[config.mk]
export PLATFORM = sky130hd
export DESIGN_NAME = axis_rr_arbiter_flat
export DESIGN_NICKNAME = d
export VERILOG_FILES = /design/src/rtl/axis_pkg.sv /design/src/rtl/axis_rr_arbiter_if.sv /design/src/rtl/axis_rr_arbiter_rr_pick.sv /design/src/rtl/axis_rr_arbiter.sv /design/src/flat_wrapper.sv
export SDC_FILE = /design/constraint.sdc
export NUM_CORES = 1
export LEC_CHECK = 0
export CORE_UTILIZATION = 43
export CTS_BUF_LIST = sky130_fd_sc_hd__clkbuf_2
export DETAILED_ROUTE_END_ITERATION = 16
export GPL_ROUTABILITY_DRIVEN = 0
export GPL_TIMING_DRIVEN = 1
export PLACE_DENSITY = 0.84
export SYNTH_ARGS = -nofsm -noshare
export SYNTH_HDL_FRONTEND = slang
export SYNTH_SLANG_ARGS = --single-unit
export TNS_END_PERCENT = 5
[constraint.sdc]
create_clock -name clk -period 4.9 [get_ports clk]
set_input_delay 1.47 -clock clk [delete_from_list [all_inputs] [get_ports clk]]
set_output_delay 1.47 -clock clk [all_outputs]
set_load 0.005 [all_outputs]
[src/rtl/axis_pkg.sv]
// Shared types and helpers for the packet round-robin AXI-stream arbiter.
package axis_pkg;

    typedef enum logic {
        IDLE = 1'b0,
        XFER = 1'b1
    } arb_state_t;

    localparam int AXIS_DW = 8;

    // Index width for n ports; never below one bit.
    function automatic int idx_width(input int n);
        return (n > 1) ? $clog2(n) : 1;
    endfunction

endpackage

[src/rtl/axis_rr_arbiter_if.sv]
// N requester streams in, one arbitrated stream out.
interface axis_rr_arbiter_if #(
    parameter int N  = 4,
    parameter int DW = axis_pkg::AXIS_DW
);
    logic [N*DW-1:0] s_tdata;
    logic [N-1:0]    s_tvalid;
    logic [N-1:0]    s_tlast;
    logic [N-1:0]    s_tready;
    logic [DW-1:0]   m_tdata;
    logic            m_tvalid;
    logic            m_tlast;
    logic            m_tready;

    // Arbiter side.
    modport slave (
        input  s_tdata, s_tvalid, s_tlast, m_tready,
        output s_tready, m_tdata, m_tvalid, m_tlast
    );

    // Requesters plus downstream sink.
    modport master (
        output s_tdata, s_tvalid, s_tlast, m_tready,
        input  s_tready, m_tdata, m_tvalid, m_tlast
    );
endinterface

[src/rtl/axis_rr_arbiter_rr_pick.sv]
// Combinational round-robin pick: first requesting port at or above ptr, modulo N.
module rr_pick
    import axis_pkg::*;
#(
    parameter int N  = 4,
    parameter int IW = idx_width(N)
) (
    input  logic [N-1:0]  req,
    input  logic [IW-1:0] ptr,
    output logic [IW-1:0] gnt_idx,
    output logic          any
);
    localparam int SW = IW + 1;

    logic [N-1:0]  w_rot;
    logic [IW-1:0] w_enc;
    logic          w_any;
    logic [SW-1:0] w_back;

    // Rotate so that the port at ptr lands in slot 0.
    generate
        for (genvar gi = 0; gi < N; gi++) begin : g_rot
            logic [SW-1:0] w_sum;
            logic [SW-1:0] w_wrap;
            assign w_sum      = SW'(gi) + {1'b0, ptr};
            assign w_wrap     = (w_sum >= SW'(N)) ? (w_sum - SW'(N)) : w_sum;
            assign w_rot[gi]  = req[IW'(w_wrap)];
        end
    endgenerate

    always_comb begin
        w_enc = '0;
        w_any = 1'b0;
        for (int i = N - 1; i >= 0; i--) begin
            if (w_rot[i]) begin
                w_enc = IW'(i);
                w_any = 1'b1;
            end
        end
    end

    assign w_back  = {1'b0, w_enc} + {1'b0, ptr};
    assign gnt_idx = (w_back >= SW'(N)) ? IW'(w_back - SW'(N)) : IW'(w_back);
    assign any     = w_any;

endmodule

[src/rtl/axis_rr_arbiter.sv]
// Packet-granular round-robin arbiter: grant held from first beat to tlast,
// single registered output stage feeding the downstream stream.
module axis_rr_arbiter
    import axis_pkg::*;
#(
    parameter int N  = 4,
    parameter int DW = AXIS_DW
) (
    input  logic                      clk,
    input  logic                      rst,
    axis_rr_arbiter_if.slave          bus,
    output logic [idx_width(N)-1:0]   g_idx,
    output logic                      g_busy
);
    localparam int IW = idx_width(N);

    arb_state_t    r_state;
    arb_state_t    w_state_next;
    logic [IW-1:0] r_ptr;
    logic [IW-1:0] r_gidx;
    logic [DW-1:0] r_mdata;
    logic          r_mvalid;
    logic          r_mlast;

    logic [IW-1:0] w_pick_idx;
    logic          w_pick_any;
    logic          w_out_free;
    logic [N-1:0]  w_sready;
    logic          w_accept;
    logic          w_sel_last;
    logic [DW-1:0] w_sel_data;
    logic          w_pkt_end;

    rr_pick #(
        .N  (N),
        .IW (IW)
    ) u_pick (
        .req     (bus.s_tvalid),
        .ptr     (r_ptr),
        .gnt_idx (w_pick_idx),
        .any     (w_pick_any)
    );

    // Output slot can take a beat if empty or draining this cycle.
    assign w_out_free = !r_mvalid || bus.m_tready;

    generate
        for (genvar gi = 0; gi < N; gi++) begin : g_ready
            assign w_sready[gi] = (r_state == XFER) && (r_gidx == IW'(gi)) && w_out_free;
        end
    endgenerate

    assign w_accept   = |(w_sready & bus.s_tvalid);
    assign w_sel_last = bus.s_tlast[r_gidx];
    assign w_sel_data = bus.s_tdata[r_gidx*DW +: DW];
    assign w_pkt_end  = w_accept && w_sel_last;

    always_comb begin
        w_state_next = r_state;
        case (r_state)
            IDLE:    if (w_pick_any) w_state_next = XFER;
            XFER:    if (w_pkt_end)  w_state_next = IDLE;
            default: w_state_next = IDLE;
        endcase
    end

    always_ff @(posedge clk or negedge rst) begin
        if (!rst) begin
            r_state <= IDLE;
        end else begin
            r_state <= w_state_next;
        end
    end

    // Grant is captured only when leaving IDLE; ptr moves past the served port at tlast.
    always_ff @(posedge clk or negedge rst) begin
        if (!rst) begin
            r_gidx <= '0;
            r_ptr  <= '0;
        end else begin
            if (r_state == IDLE && w_pick_any) begin
                r_gidx <= w_pick_idx;
            end
            if (w_pkt_end) begin
                r_ptr <= (r_gidx == IW'(N - 1)) ? '0 : (r_gidx + 1'b1);
            end
        end
    end

    always_ff @(posedge clk or negedge rst) begin
        if (!rst) begin
            r_mdata  <= '0;
            r_mlast  <= 1'b0;
            r_mvalid <= 1'b0;
        end else begin
            if (w_accept) begin
                r_mdata  <= w_sel_data;
                r_mlast  <= w_sel_last;
                r_mvalid <= 1'b1;
            end else if (bus.m_tready) begin
                r_mvalid <= 1'b0;
            end
        end
    end

    assign bus.s_tready = w_sready;
    assign bus.m_tdata  = r_mdata;
    assign bus.m_tvalid = r_mvalid;
    assign bus.m_tlast  = r_mlast;
    assign g_idx        = r_gidx;
    assign g_busy       = (r_state == XFER);

endmodule

[src/flat_wrapper.sv]
// flat-port wrapper written by rule: the top's interface ports become plain ports
module axis_rr_arbiter_flat import axis_pkg::*;
#(
    parameter int N  = 4,
    parameter int DW = AXIS_DW
)
  (clk, rst, g_idx, g_busy, bus_s_tdata, bus_s_tvalid, bus_s_tlast, bus_m_tready, bus_s_tready, bus_m_tdata, bus_m_tvalid, bus_m_tlast);
  axis_rr_arbiter_if #(.N(N), .DW(DW)) bus_i ();
  input  logic clk;
  input  logic rst;
  output logic [idx_width(N)-1:0] g_idx;
  output logic g_busy;
  input wire logic [$bits(bus_i.s_tdata)-1:0] bus_s_tdata;
  input wire logic [$bits(bus_i.s_tvalid)-1:0] bus_s_tvalid;
  input wire logic [$bits(bus_i.s_tlast)-1:0] bus_s_tlast;
  input wire logic [$bits(bus_i.m_tready)-1:0] bus_m_tready;
  output wire logic [$bits(bus_i.s_tready)-1:0] bus_s_tready;
  output wire logic [$bits(bus_i.m_tdata)-1:0] bus_m_tdata;
  output wire logic [$bits(bus_i.m_tvalid)-1:0] bus_m_tvalid;
  output wire logic [$bits(bus_i.m_tlast)-1:0] bus_m_tlast;
  assign bus_i.s_tdata = bus_s_tdata;
  assign bus_i.s_tvalid = bus_s_tvalid;
  assign bus_i.s_tlast = bus_s_tlast;
  assign bus_i.m_tready = bus_m_tready;
  assign bus_s_tready = bus_i.s_tready;
  assign bus_m_tdata = bus_i.m_tdata;
  assign bus_m_tvalid = bus_i.m_tvalid;
  assign bus_m_tlast = bus_i.m_tlast;
  axis_rr_arbiter #(.N(N), .DW(DW)) u_core (.clk(clk), .rst(rst), .bus(bus_i), .g_idx(g_idx), .g_busy(g_busy));
endmodule
==> results.json <==
{
  "run_status": "completed",
  "timing_worst_setup_path_type": "input pin to output port",
  "netlist-cell-type-count": 36,
  "rrSetupSlack_ns": 2.46,
  "reg2reg_depth": 6,
  "cpLargestDelayFamily": "buffers and inverters",
  "drt-initial-drc-count": 12,
  "detail_route.wl_per_cell_um": 16.5,
  "grt_antenna_before_repair": 0,
  "timing.final.hold_violations": 0,
  "clock_path_buffers": 2,
  "cts_h_tree_lvls": 1,
  "grt_pass1_vias": 984,
  "cp_data_arrival_time_ns": 2.94,
  "synth_warnings": 0,
  "hp-class": "flop to flop",
  "critical_path.max_stage_delay_ns": 0.52,
  "finalNetCount": 197,
  "post_cts.resized_instances": 0,
  "fraction_of_layout_cells_with_a_size_suffix_above_1_pct": 18.2,
  "fin_crit_ns": 4.41,
  "grt_first_pass_wirelength_um": 4600,
  "grt_start_max_net_pins": 16,
  "vias": 977,
  "holdPathStages": 1,
  "path_cells": "clkdlybuf4s50_1 > nand2b_1 > and3_1 > clkdlybuf4s50_1",
  "slew-limit-headroom_pct": 51.7,
  "timing.critical_path.from_type": "input pin",
  "firstDrtPassIters": 7,
  "dpl.cell_count": 174,
  "dieArea_um2": 2800,
  "gr-usage-all-layers_pct": 23.0,
  "clock_latency_ns": 0.28,
  "path_common_cell": "clkdlybuf4s50_1",
  "final_cells": 178,
  "final.setup_skew_ns": 0.00376,
  "antenna_diode_instance_count": 0,
  "initial_utilization_pct": 45.4,
  "syn2layout_area_growth_pct": 55.0,
  "max_clock_freq_ghz": 0.227,
  "final.period_utilization_pct": 90.0,
  "tritoncts": "done",
  "die_h_um": 52.9,
  "design.core.area_um2": 2450,
  "cts.repair_timing.setup_buffer_count": 0,
  "antenna_violating_nets_post_route": 0,
  "final-setup-viol-count": 0,
  "clock_sink_count": 15,
  "postSynthAreaPerCell_um2": 12.3,
  "report.final.slew_viol_count": 0,
  "worstMarginPinSlew_ns": 0.725,
  "floorplan.rows": 18,
  "cap_violations": 0,
  "detailed_place_hpwl_um": 2400,
  "postSynthRegisterBits": 15,
  "vias_per_cell": 5.49,
  "critical_path.n_buffers_inverters": 2,
  "clock_tree.root_cell": "clkbuf_2",
  "number_of_nets_produced_by_synthesis": 139,
  "dieWidth_um": 52.9,
  "finalSetupTns_ns": 0,
  "synth_area_um2": 1110,
  "cts.clk_slew.worst_paths_ns": 0.15,
  "cells_after_synthesis": 91,
  "timing.critical_path.required_ns": 3.43,
  "peakVddDrop_uv": 278,
  "worst-path-stages": 4,
  "p_leak_nw": 0.699,
  "port-buffer-count": 59,
  "timing.critical_path.slowest_stage_cell": "clkdlybuf4s50_1",
  "synth_sequential_area_ratio_pct": 33.7,
  "path_max_fanout": 6,
  "rsz_0062_raised_after_global_routing": "no",
  "drc_errors": 0,
  "end_kind": "output port",
  "pin_count": 60,
  "cts_buffers": 3,
  "gr-total-overflow": 0,
  "pwr_density_cell_nw_per_um2": 500,
  "drt_wl_total_um": 2940,
  "holdBufCountCts": 0
}
[cells in the final DEF (no fill, tap or decap), drive strengths merged]
cell type / instances
a21oi: 2
nand2b: 2
ha: 5
or2: 1
or3: 1
nor2: 5
o211ai: 2
mux2i: 1
inv: 2
nor2b: 2
nor3: 2
o21a: 1
or3b: 1
nor4: 1
and3: 4
clkdlybuf4s50: 59
a22o: 2
a21o: 1
clkbuf: 3
nor3b: 1
clkinv: 1
o21ai: 3
xor2: 1
a2bb2oi: 1
a32o: 1
nand2: 5
dfrtp: 15
o2bb2ai: 1
nand3b: 1
mux4: 9
nor4bb: 1
mux2: 11
[where the power goes]
| part | leakage (nW) | internal (mW) | switching, mW |
|---|---|---|---|
| sequential | 0.176 | 0.187 | 0.0978 |
| clock | 0.0164 | 0.0185 | 0.0398 |
| combinational | 0.507 | 0.350 | 0.171 |
[Yosys cell counts]
master / count / share of area (%)
a21oi_1: 2 / 0.90
buf_6: 1 / 1.0
inv_1: 2 / 0.67
ha_1: 5 / 5.6
dfrtp_1: 15 / 34
nor4bb_1: 1 / 0.90
o2bb2ai_1: 1 / 0.79
nand3b_1: 1 / 0.67
mux2_4: 3 / 4.0
nor3_1: 2 / 0.90
o21ai_1: 1 / 0.45
clkbuf_1: 1 / 0.34
a21o_1: 1 / 0.67
nor3b_1: 1 / 0.67
xor2_1: 1 / 0.79
nor2b_4: 1 / 1.2
buf_2: 4 / 1.8
a22o_1: 2 / 1.6
nand2_1: 5 / 1.7
a32o_1: 1 / 0.90
nor4_2: 1 / 1.1
or3_1: 1 / 0.56
or2_1: 1 / 0.56
o211ai_4: 1 / 1.9
and3_1: 4 / 2.2
o21a_1: 1 / 0.67
o211ai_1: 1 / 0.67
or3b_1: 1 / 0.79
nor2_1: 5 / 1.7
mux4_2: 9 / 18
mux2i_1: 1 / 0.90
nand2b_1: 2 / 1.1
nor2b_1: 1 / 0.56
mux2_2: 8 / 8.1
a2bb2oi_1: 1 / 0.79
o21ai_0: 2 / 0.90
[metrics by stage]
step	util [%]	total power, mW	worst slack (ns)	hold slack (ns)	area [um2]
5_1_grt	70.4	0.934	0.455	0.527	1730
3_3_place_gp	69.6	0.793	0.569	0.464	1710
3_5_place_dp	69.6	0.816	0.502	0.465	1710
4_1_cts	70.4	0.876	0.491	0.499	1730
2_1_floorplan	-	0.578	1.54	0.474	1110
6_report	70.4	0.864	0.489	0.494	1730
[layer usage]
| layer | share of wire [%] | vias to the layer above | track usage [%] |
|---|---|---|---|
| met1 | 39 | 472 | 27.2 |
| li1 | - | 457 | - |
| met5 | 0 | - | 0 |
| met3 | 11 | 2 | 6.03 |
| met2 | 50 | 46 | 38.6 |
| met4 | 0.58 | 0 | 10.1 |
[logic make-up (layout without fill, tap and decap cells)]
logic type / after synthesis / after routing / share of synthesized area (%)
AND/OR/NAND/NOR: 27 / 27 / 14.7
multiplexers: 21 / 21 / 31.2
flip-flops: 15 / 15 / 33.7
AO/OA/AOI/OAI: 14 / 14 / 10.2
buffers and inverters: 8 / 65 / 3.82
adder cells (fa/ha/maj): 5 / 5 / 5.61
XOR/XNOR: 1 / 1 / 0.786
[path summary, 6_finish.rpt]
check,from,endpoint
max,bus_m_tready,bus_s_tready[3]
min,u_core.bus.m_tlast,u_core.bus.m_tlast
max reg2reg,u_core.g_idx[0],u_core.r_ptr[1]
min reg2reg,u_core.bus.m_tlast,u_core.bus.m_tlast
max in group asynchronous,rst,u_core.bus.m_tvalid
min in group asynchronous,rst,u_core.g_idx[1]
[sequential cells by signal (all words and copies together) (netlist names)]
name / flops
u_core.g_busy: 1
u_core.g_idx: 2
u_core.r_ptr: 2
u_core.bus.m_tlast: 1
u_core.bus.m_tvalid: 1
u_core.bus.m_tdata: 8
[area by class of cell]
cell class              instances  area, um2
clock buffers                   3       15.0
clock inverters                 1       5.00
multi-input cells              68        697
fillers                       169        727
well taps                      30       37.5
inverters                       2       7.51
repair buffers                 59        591
flip-flops and latches         15        375
No activity file was read; power rests on OpenSTA's default activity.
